$ cat src/rtl/character_cmd_gen_pkg.sv
// Shared definitions for the per-player character command generator:
// game_state encodings, default keycodes, state enum and a key-slot search.
package char_pkg;

    localparam int unsigned KEY_W     = 8;
    localparam int unsigned KEY_SLOTS = 4;
    localparam int unsigned KEYCODE_W = KEY_W * KEY_SLOTS;
    localparam int unsigned GS_W      = 8;
    localparam int unsigned HEALTH_W  = 8;
    localparam int unsigned CNT_W     = 8;

    localparam logic [GS_W-1:0] GS_START    = GS_W'(0);
    localparam logic [GS_W-1:0] GS_GAME     = GS_W'(1);
    localparam logic [GS_W-1:0] GS_GAMEOVER = GS_W'(2);

    localparam logic [KEY_W-1:0] KEY_LEFT_DEF   = 8'h04;
    localparam logic [KEY_W-1:0] KEY_RIGHT_DEF  = 8'h07;
    localparam logic [KEY_W-1:0] KEY_ATTACK_DEF = 8'h0D;
    localparam logic [KEY_W-1:0] KEY_DEFEND_DEF = 8'h0E;

    typedef enum logic [1:0] {
        S_IDLE  = 2'd0,
        S_ALIVE = 2'd1,
        S_HURT  = 2'd2,
        S_DEAD  = 2'd3
    } cmd_state_t;

    // True when any of the keycode slots holds the given code.
    function automatic logic key_pressed(input logic [KEYCODE_W-1:0] kc,
                                         input logic [KEY_W-1:0]     code);
        logic found;
        found = 1'b0;
        for (int i = 0; i < int'(KEY_SLOTS); i++) begin
            if (kc[i*int'(KEY_W) +: KEY_W] == code) begin
                found = 1'b1;
            end
        end
        return found;
    endfunction

endpackage

$ cat src/rtl/character_cmd_gen_if.sv
// Keyboard/hit-detection side to animation-FSM side bundle for one player.
interface character_cmd_gen_if;
    import char_pkg::*;

    logic [KEYCODE_W-1:0] keycode;
    logic [GS_W-1:0]      game_state;
    logic                 hit_in;
    logic [HEALTH_W-1:0]  hit_damage;

    logic                 attack;
    logic                 move_r;
    logic                 move_l;
    logic                 defend;
    logic                 hurt;
    logic                 die;
    logic [HEALTH_W-1:0]  health;

    modport master (
        output keycode, game_state, hit_in, hit_damage,
        input  attack, move_r, move_l, defend, hurt, die, health
    );

    modport slave (
        input  keycode, game_state, hit_in, hit_damage,
        output attack, move_r, move_l, defend, hurt, die, health
    );
endinterface

$ cat src/rtl/character_cmd_gen_rise_detect.sv
// Registers a level and produces a registered one-clock pulse on its rise.
module rise_detect (
    input  logic i_clk,
    input  logic i_rst_n,
    input  logic i_d,
    output logic o_rise
);
    logic r_q;
    logic r_rise;

    // Sample the level and flag a 0->1 change against the previous sample.
    always_ff @(posedge i_clk or negedge i_rst_n) begin
        if (!i_rst_n) begin
            r_q    <= 1'b0;
            r_rise <= 1'b0;
        end else begin
            r_q    <= i_d;
            r_rise <= i_d & ~r_q;
        end
    end

    assign o_rise = r_rise;
endmodule

$ cat src/rtl/character_cmd_gen.sv
// Per-player command generator: keycodes -> move/attack/defend requests,
// hit events -> health, hurt and die. Key-driven requests change only on
// frame ticks; hits apply one Clk after hit_in.
// Optional feature macro: CMD_GEN_DEFEND_EN (defend key, damage quartering,
// attack blocking while defending). Without it defend is tied low.
module character_cmd_gen
    import char_pkg::*;
#(
    parameter logic [KEY_W-1:0]    KEY_LEFT        = KEY_LEFT_DEF,
    parameter logic [KEY_W-1:0]    KEY_RIGHT       = KEY_RIGHT_DEF,
    parameter logic [KEY_W-1:0]    KEY_ATTACK      = KEY_ATTACK_DEF,
    parameter logic [KEY_W-1:0]    KEY_DEFEND      = KEY_DEFEND_DEF,
    parameter logic [HEALTH_W-1:0] HEALTH_MAX      = 8'd100,
    parameter logic [CNT_W-1:0]    ATTACK_COOLDOWN = 8'd24,
    parameter logic [CNT_W-1:0]    HURT_HOLD       = 8'd6
)(
    input  logic              Clk,
    input  logic              Reset,
    input  logic              frame_clk,
    character_cmd_gen_if.slave bus
);

    cmd_state_t          r_state;
    logic                r_attack, r_move_r, r_move_l, r_defend, r_hurt, r_die;
    logic [HEALTH_W-1:0] r_health;
    logic [CNT_W-1:0]    r_cooldown;
    logic [CNT_W-1:0]    r_hurt_cnt;
    logic                r_atk_prev;

    logic                w_frame_tick;
    logic                w_restart;
    logic                w_gs_game;
    logic                w_key_l, w_key_r, w_key_atk, w_key_def;
    logic [HEALTH_W-1:0] w_damage;
    logic [HEALTH_W:0]   w_health_diff;
    logic [HEALTH_W-1:0] w_health_new;
    logic                w_alive, w_hit, w_kill, w_wound, w_in_hurt, w_atk_fire;

    assign w_gs_game = (bus.game_state == GS_GAME);

    rise_detect u_frame_rise (
        .i_clk   (Clk),
        .i_rst_n (Reset),
        .i_d     (frame_clk),
        .o_rise  (w_frame_tick)
    );

    rise_detect u_game_rise (
        .i_clk   (Clk),
        .i_rst_n (Reset),
        .i_d     (w_gs_game),
        .o_rise  (w_restart)
    );

    assign w_key_l   = key_pressed(bus.keycode, KEY_LEFT);
    assign w_key_r   = key_pressed(bus.keycode, KEY_RIGHT);
    assign w_key_atk = key_pressed(bus.keycode, KEY_ATTACK);
`ifdef CMD_GEN_DEFEND_EN
    assign w_key_def = key_pressed(bus.keycode, KEY_DEFEND);
`else
    logic w_unused_def_key;
    assign w_unused_def_key = key_pressed(bus.keycode, KEY_DEFEND);
    assign w_key_def        = 1'b0;
`endif

    // Hit damage, quartered while the defend request is up; health saturates at 0.
    assign w_damage      = r_defend ? (bus.hit_damage >> 2) : bus.hit_damage;
    assign w_health_diff = {1'b0, r_health} - {1'b0, w_damage};
    assign w_health_new  = w_health_diff[HEALTH_W] ? '0 : w_health_diff[HEALTH_W-1:0];

    assign w_alive    = (r_state == S_ALIVE) || (r_state == S_HURT);
    assign w_hit      = bus.hit_in && w_alive && (w_damage != '0);
    assign w_kill     = w_hit && (w_health_new == '0);
    assign w_wound    = w_hit && !w_kill;
    assign w_in_hurt  = (r_state == S_HURT) || w_wound;
    assign w_atk_fire = w_key_atk && !r_atk_prev && (r_cooldown == '0)
                        && !w_key_def && !w_in_hurt;

    // Attack-key history for press detection, sampled every frame tick.
    always_ff @(posedge Clk or negedge Reset) begin
        if (!Reset) begin
            r_atk_prev <= 1'b0;
        end else if (w_frame_tick) begin
            r_atk_prev <= w_key_atk;
        end
    end

    // Command state machine; hit is resolved before the coincident frame tick.
    always_ff @(posedge Clk or negedge Reset) begin
        if (!Reset) begin
            r_state    <= S_IDLE;
            r_attack   <= 1'b0;
            r_move_r   <= 1'b0;
            r_move_l   <= 1'b0;
            r_defend   <= 1'b0;
            r_hurt     <= 1'b0;
            r_die      <= 1'b0;
            r_health   <= HEALTH_MAX;
            r_cooldown <= '0;
            r_hurt_cnt <= '0;
        end else if (!w_gs_game) begin
            r_state  <= S_IDLE;
            r_attack <= 1'b0;
            r_move_r <= 1'b0;
            r_move_l <= 1'b0;
            r_defend <= 1'b0;
            r_hurt   <= 1'b0;
            r_die    <= 1'b0;
        end else if (w_restart) begin
            r_state    <= S_ALIVE;
            r_attack   <= 1'b0;
            r_move_r   <= 1'b0;
            r_move_l   <= 1'b0;
            r_defend   <= 1'b0;
            r_hurt     <= 1'b0;
            r_die      <= 1'b0;
            r_health   <= HEALTH_MAX;
            r_cooldown <= '0;
            r_hurt_cnt <= '0;
        end else if (w_alive) begin
            if (w_kill) begin
                r_state  <= S_DEAD;
                r_health <= '0;
                r_attack <= 1'b0;
                r_move_r <= 1'b0;
                r_move_l <= 1'b0;
                r_defend <= 1'b0;
                r_hurt   <= 1'b0;
                r_die    <= 1'b1;
            end else begin
                if (w_wound) begin
                    r_state    <= S_HURT;
                    r_health   <= w_health_new;
                    r_hurt     <= 1'b1;
                    r_hurt_cnt <= HURT_HOLD;
                end
                if (w_frame_tick) begin
                    r_defend <= w_key_def;
                    r_attack <= w_atk_fire;
                    r_move_r <= w_key_r & ~w_key_l & ~w_key_def & ~w_in_hurt;
                    r_move_l <= w_key_l & ~w_key_r & ~w_key_def & ~w_in_hurt;
                    if (w_atk_fire) begin
                        r_cooldown <= ATTACK_COOLDOWN;
                    end else if (r_cooldown != '0) begin
                        r_cooldown <= r_cooldown - CNT_W'(1);
                    end
                    // A fresh hit this cycle owns the hurt counter.
                    if ((r_state == S_HURT) && !w_wound) begin
                        if (r_hurt_cnt <= CNT_W'(1)) begin
                            r_hurt_cnt <= '0;
                            r_hurt     <= 1'b0;
                            r_state    <= S_ALIVE;
                        end else begin
                            r_hurt_cnt <= r_hurt_cnt - CNT_W'(1);
                        end
                    end
                end
            end
        end
    end

    assign bus.attack = r_attack;
    assign bus.move_r = r_move_r;
    assign bus.move_l = r_move_l;
    assign bus.defend = r_defend;
    assign bus.hurt   = r_hurt;
    assign bus.die    = r_die;
    assign bus.health = r_health;

endmodule

$ cat src/flat_wrapper.sv
// flat-port wrapper written by rule: the top's interface ports become plain ports
module character_cmd_gen_flat import char_pkg::*;
#(
    parameter logic [KEY_W-1:0]    KEY_LEFT        = KEY_LEFT_DEF,
    parameter logic [KEY_W-1:0]    KEY_RIGHT       = KEY_RIGHT_DEF,
    parameter logic [KEY_W-1:0]    KEY_ATTACK      = KEY_ATTACK_DEF,
    parameter logic [KEY_W-1:0]    KEY_DEFEND      = KEY_DEFEND_DEF,
    parameter logic [HEALTH_W-1:0] HEALTH_MAX      = 8'd100,
    parameter logic [CNT_W-1:0]    ATTACK_COOLDOWN = 8'd24,
    parameter logic [CNT_W-1:0]    HURT_HOLD       = 8'd6
)
  (Clk, Reset, frame_clk, bus_keycode, bus_game_state, bus_hit_in, bus_hit_damage, bus_attack, bus_move_r, bus_move_l, bus_defend, bus_hurt, bus_die, bus_health);
  character_cmd_gen_if bus_i ();
  input  logic Clk;
  input  logic Reset;
  input  logic frame_clk;
  input wire logic [$bits(bus_i.keycode)-1:0] bus_keycode;
  input wire logic [$bits(bus_i.game_state)-1:0] bus_game_state;
  input wire logic [$bits(bus_i.hit_in)-1:0] bus_hit_in;
  input wire logic [$bits(bus_i.hit_damage)-1:0] bus_hit_damage;
  output wire logic [$bits(bus_i.attack)-1:0] bus_attack;
  output wire logic [$bits(bus_i.move_r)-1:0] bus_move_r;
  output wire logic [$bits(bus_i.move_l)-1:0] bus_move_l;
  output wire logic [$bits(bus_i.defend)-1:0] bus_defend;
  output wire logic [$bits(bus_i.hurt)-1:0] bus_hurt;
  output wire logic [$bits(bus_i.die)-1:0] bus_die;
  output wire logic [$bits(bus_i.health)-1:0] bus_health;
  assign bus_i.keycode = bus_keycode;
  assign bus_i.game_state = bus_game_state;
  assign bus_i.hit_in = bus_hit_in;
  assign bus_i.hit_damage = bus_hit_damage;
  assign bus_attack = bus_i.attack;
  assign bus_move_r = bus_i.move_r;
  assign bus_move_l = bus_i.move_l;
  assign bus_defend = bus_i.defend;
  assign bus_hurt = bus_i.hurt;
  assign bus_die = bus_i.die;
  assign bus_health = bus_i.health;
  character_cmd_gen #(.KEY_LEFT(KEY_LEFT), .KEY_RIGHT(KEY_RIGHT), .KEY_ATTACK(KEY_ATTACK), .KEY_DEFEND(KEY_DEFEND), .HEALTH_MAX(HEALTH_MAX), .ATTACK_COOLDOWN(ATTACK_COOLDOWN), .HURT_HOLD(HURT_HOLD)) u_core (.Clk(Clk), .Reset(Reset), .frame_clk(frame_clk), .bus(bus_i));
endmodule
$ cat config.mk
export PLATFORM = sky130hd
export DESIGN_NAME = character_cmd_gen_flat
export DESIGN_NICKNAME = d
export VERILOG_FILES = /design/src/rtl/character_cmd_gen_pkg.sv /design/src/rtl/character_cmd_gen_if.sv /design/src/rtl/character_cmd_gen_rise_detect.sv /design/src/rtl/character_cmd_gen.sv /design/src/flat_wrapper.sv
export SDC_FILE = /design/constraint.sdc
export NUM_CORES = 1
export LEC_CHECK = 0
export ABC_AREA = 1
export CELL_PAD_IN_SITES_DETAIL_PLACEMENT = 0
export CELL_PAD_IN_SITES_GLOBAL_PLACEMENT = 1
export CORE_ASPECT_RATIO = 0.5
export CORE_MARGIN = 3
export CORE_UTILIZATION = 32
export DETAILED_ROUTE_END_ITERATION = 12
export GPL_TIMING_DRIVEN = 0
export MAX_ROUTING_LAYER = met4
export PLACE_DENSITY = 0.77
export SLEW_MARGIN = 30
export SYNTH_ARGS = -nofsm -noshare
export SYNTH_HDL_FRONTEND = slang
export SYNTH_SLANG_ARGS = --single-unit
$ cat constraint.sdc
create_clock -name Clk -period 2.5 [get_ports Clk]
set_clock_uncertainty 0.15 [all_clocks]
set_input_delay 0.375 -clock Clk [delete_from_list [all_inputs] [get_ports Clk]]
set_output_delay 0.375 -clock Clk [all_outputs]
set_load 0.02 [all_outputs]
==> results.md <==
* Clock Path Buffers at 2
* Commonest register cell after synthesis: dfrtp_1
* Root buffer cell: clkbuf_16
* Type of the setup path with the least slack: flip-flop to flip-flop
* Remaining Overflow, GRT at 0
* Clock period minus final worst setup slack at 2.61 ns
* Max-cap violations at 0
* Top achievable clock speed at 383 MHz
* Via count of the first global-routing pass at 2823
* Antenna violations before repair at 0
* Number of H-tree levels at 2
* RSZ-0062 raised after global routing: true
* Final design instance area without fill at 4350 sq um
* Die outline area at 10300 sq um
* Endpoints failing setup at 20
* Net count of the mapped netlist at 495
* Layout-stage area growth over the synthesis result at 50.6%
* Core Box Area at 8370 sq um
* Post-Syn Instances at 429
* Number of port buffers at 64
* Average wire per standard cell at 12.5 microns
* Filler cell count at 849
* Wire length of the first global-routing pass at 13.2 mm
* Count of distinct cell types in the synthesized netlist at 39
* Clock-pin transition on the worst setup and hold timing paths at 0.06 ns
* Pins over their slew limit at 0
* Total power per unit cell area at 320 nW/um^2
* HPWL reported at the end of detailed placement at 5.81 mm
* Class of the tightest hold or removal check: flip-flop to flip-flop
* Number of DRC violations after detailed-routing iteration 0 at 126
* Worst hold path endpoint: u_core.u_frame_rise.o_rise$_DFF_PN0_
* Data required time at the worst endpoint at 2.57 ns
* Number of remaining DRC errors at 0
* Critical path peak fanout at 8
* Number of register bits inferred by synthesis at 36
* Die height at 73.2 microns
* NumNets Final at 590
* Final core utilization at 52.0%
* Post-route fraction of the period consumed by the critical path at 104%
* Most common cell after layout, fill and taps aside: nand2_1
* Overall routed net length at 7.97 mm
* Chip width at 140 microns
* Final cell count without fillers at 637
* Layout cell share with drive strength beyond 1 at 21.9%
* Worst reg2reg endpoint: u_core.r_cooldown[7]$_DFFE_PN0P_
* Number of enable-type register cells in the synthesized netlist at 0
* Data arrival time at the worst-slack endpoint at 2.68 ns
* Failing checks: setup timing
* Static leakage at 2.11 nW
* Min setup slack post-route at -0.109 ns
* Total negative setup slack at -1.43 ns
* DR pass1 iterations at 4
* Reg-to-Reg Start: u_core.bus.health[0]$_DFFE_PN0P_
* Largest net degree at the start of global routing at 27
* Number of vias in the routed layout at 2999
* Yosys warnings at 0
* Antenna diode instance count at 0
* R2R cell count at 19
* Instance count along the most critical hold path at 1
* Register-to-Register Setup Slack at -0.11 ns
* Number of antenna-violating nets in the routed design at 0
* Overall fraction of global-route tracks in use at 16.0%
* Hold Crit Start: u_core.u_frame_rise.r_q$_DFF_PN0_
* Source of the critical timing path: u_core.bus.health[0]$_DFFE_PN0P_
* Combined flip-flop and latch cell area at 906 sq um
* Via density per instance at 4.71
* Placed inst area at 3700 sq um
* Crit start category: flip-flop
* Num rows at 23
* TritonCTS clock tree: yes
* Kind of end point of the critical path: flip-flop
* Relative slew slack at 60.1%
* Initial core utilization at 34.5%
* Slew of the pin with the lowest slew margin at 0.594 ns
* Top-Level Pins at 66
* Most frequent cells in the layout: nand2_1 (93), clkdlybuf4s50_1 (60), inv_1 (59)
* Run status: complete, but fails checks
* Final GP Congestion at 0.814
* Number of placed instances with taps included at 606
* Clock sink total at 36
* Worst-skew pair later-pin latency at 0.28 ns
* Worst slack on hold paths at 0.239 ns
* Count of final hold-check violations at 0
* Clock buffer count from CTS at 5
* Combined area of all synthesized cells at 2890 sq um
* Sequential area share after synthesis at 31.3%
* Peak VDD IR at 0.236 mV
* Average instance area after synthesis at 6.73 sq um
* Footprint of the multi-input gates at 2040 sq um
* Share of synthesized flip-flops with an asynchronous set or reset at 100%
[logic make-up after synthesis]
kind of cell    count (synthesis)  share of synthesized area [%]
simple gates                  255                           40.8
buf+inv                        73                           10.2
compound gates                 38                           7.67
flops                          36                           31.3
fa+ha+maj                      14                           6.32
xor+xnor                       12                           3.64
other cells                     1                          0.130
[report_power, final]
part	leakage (nW)	total [W]	switching, W	internal [W]
combinational	1.57	0.000206	0.0000934	0.000112
clock	0.0679	0.000599	0.000231	0.000368
sequential	0.468	0.000587	0.00000145	0.000586
[synth_stat cells, types with 3 or more instances]
cell | n | area [sq um]
nand2_2 | 5 | 31.3
nand4_1 | 6 | 37.5
xnor2_1 | 7 | 61.3
nor3_1 | 6 | 30.0
nand2_1 | 112 | 420
nand3_1 | 46 | 230
ha_1 | 13 | 163
dfstp_2 | 3 | 78.8
o211ai_1 | 4 | 30.0
nor2_1 | 56 | 210
dfrtp_1 | 33 | 826
inv_1 | 66 | 248
o31ai_1 | 3 | 22.5
o21ai_1 | 8 | 40.0
o21ai_0 | 8 | 40.0
nand3b_1 | 4 | 30.0
nor4_1 | 7 | 43.8
xor2_1 | 5 | 43.8
a21oi_1 | 11 | 55.1
nand2_4 | 4 | 45.0
[worst max-delay path by stage]
stage	to	slack, ns
final	u_core.r_cooldown[7]$_DFFE_PN0P_	-0.11
after global routing	u_core.r_hurt_cnt[4]$_DFFE_PN0P_	-0.26
after CTS	u_core.r_cooldown[7]$_DFFE_PN0P_	-0.09
after detailed placement	u_core.r_cooldown[7]$_DFFE_PN0P_	-0.77
after global placement	u_core.r_cooldown[5]$_DFFE_PN0P_	-0.79
after floorplan	u_core.r_cooldown[2]$_DFFE_PN0P_	-0.02
[layer usage]
layer | routed length (microns) | global-route usage (%) | vias to the layer above
li1 | - | - | 1569
met1 | 3990 | 21.6 | 1388
met2 | 3720 | 26.0 | 36
met3 | 197 | 2.42 | 6
met4 | 62 | 3.22 | 0
met5 | 0 | - | -
[timing repair]
action,in CTS,in global routing
gates resized for setup,37,38
pin swaps,25,26
gates cloned,4,0
buffers inserted,13,5
setup endpoints to repair,24,23
hold endpoints to repair,10,0
hold buffers,1,0
[layout make-up]
cell class	count	area share [%]
multi-input combinational	322	47.0
sequential	36	20.8
timing repair buffer	86	19.1
inverter	68	5.87
tap	112	3.22
clock buffer	7	3.05
buffer	5	0.891
clock inverter	1	0.115
[sequential cells by signal, indices dropped and copies added (netlist names), 2 cells and up]
register,flops
u_core.r_cooldown,8
u_core.bus.health,8
u_core.r_state,2
u_core.r_hurt_cnt,8
[worst max-delay path, cell delays in order, from the launching register on]
cell	delay (ns)
dfrtp_2	0.36
inv_2	0.05
ha_4	0.15
fa_2	0.40
inv_2	0.07
nand2_2	0.06
nand2_4	0.07
nand3_2	0.09
nand2_4	0.11
buf_6	0.12
nand2_1	0.05
nor2_1	0.10
nor2_1	0.06
nand2_2	0.08
nand2_4	0.11
nand2_8	0.12
nand3_4	0.13
nand2_8	0.14
nand2_1	0.06
nand2_1	0.05
[metrics by stage]
step,total power [W],setup slack [ns]
6_report,0.00139,-0.109
5_1_grt,0.00146,-0.259
3_5_place_dp,0.000776,-0.773
4_1_cts,0.00140,-0.0856
2_1_floorplan,0.000661,-0.0180
3_3_place_gp,0.000772,-0.786
(Power assumes the default switching activity.)
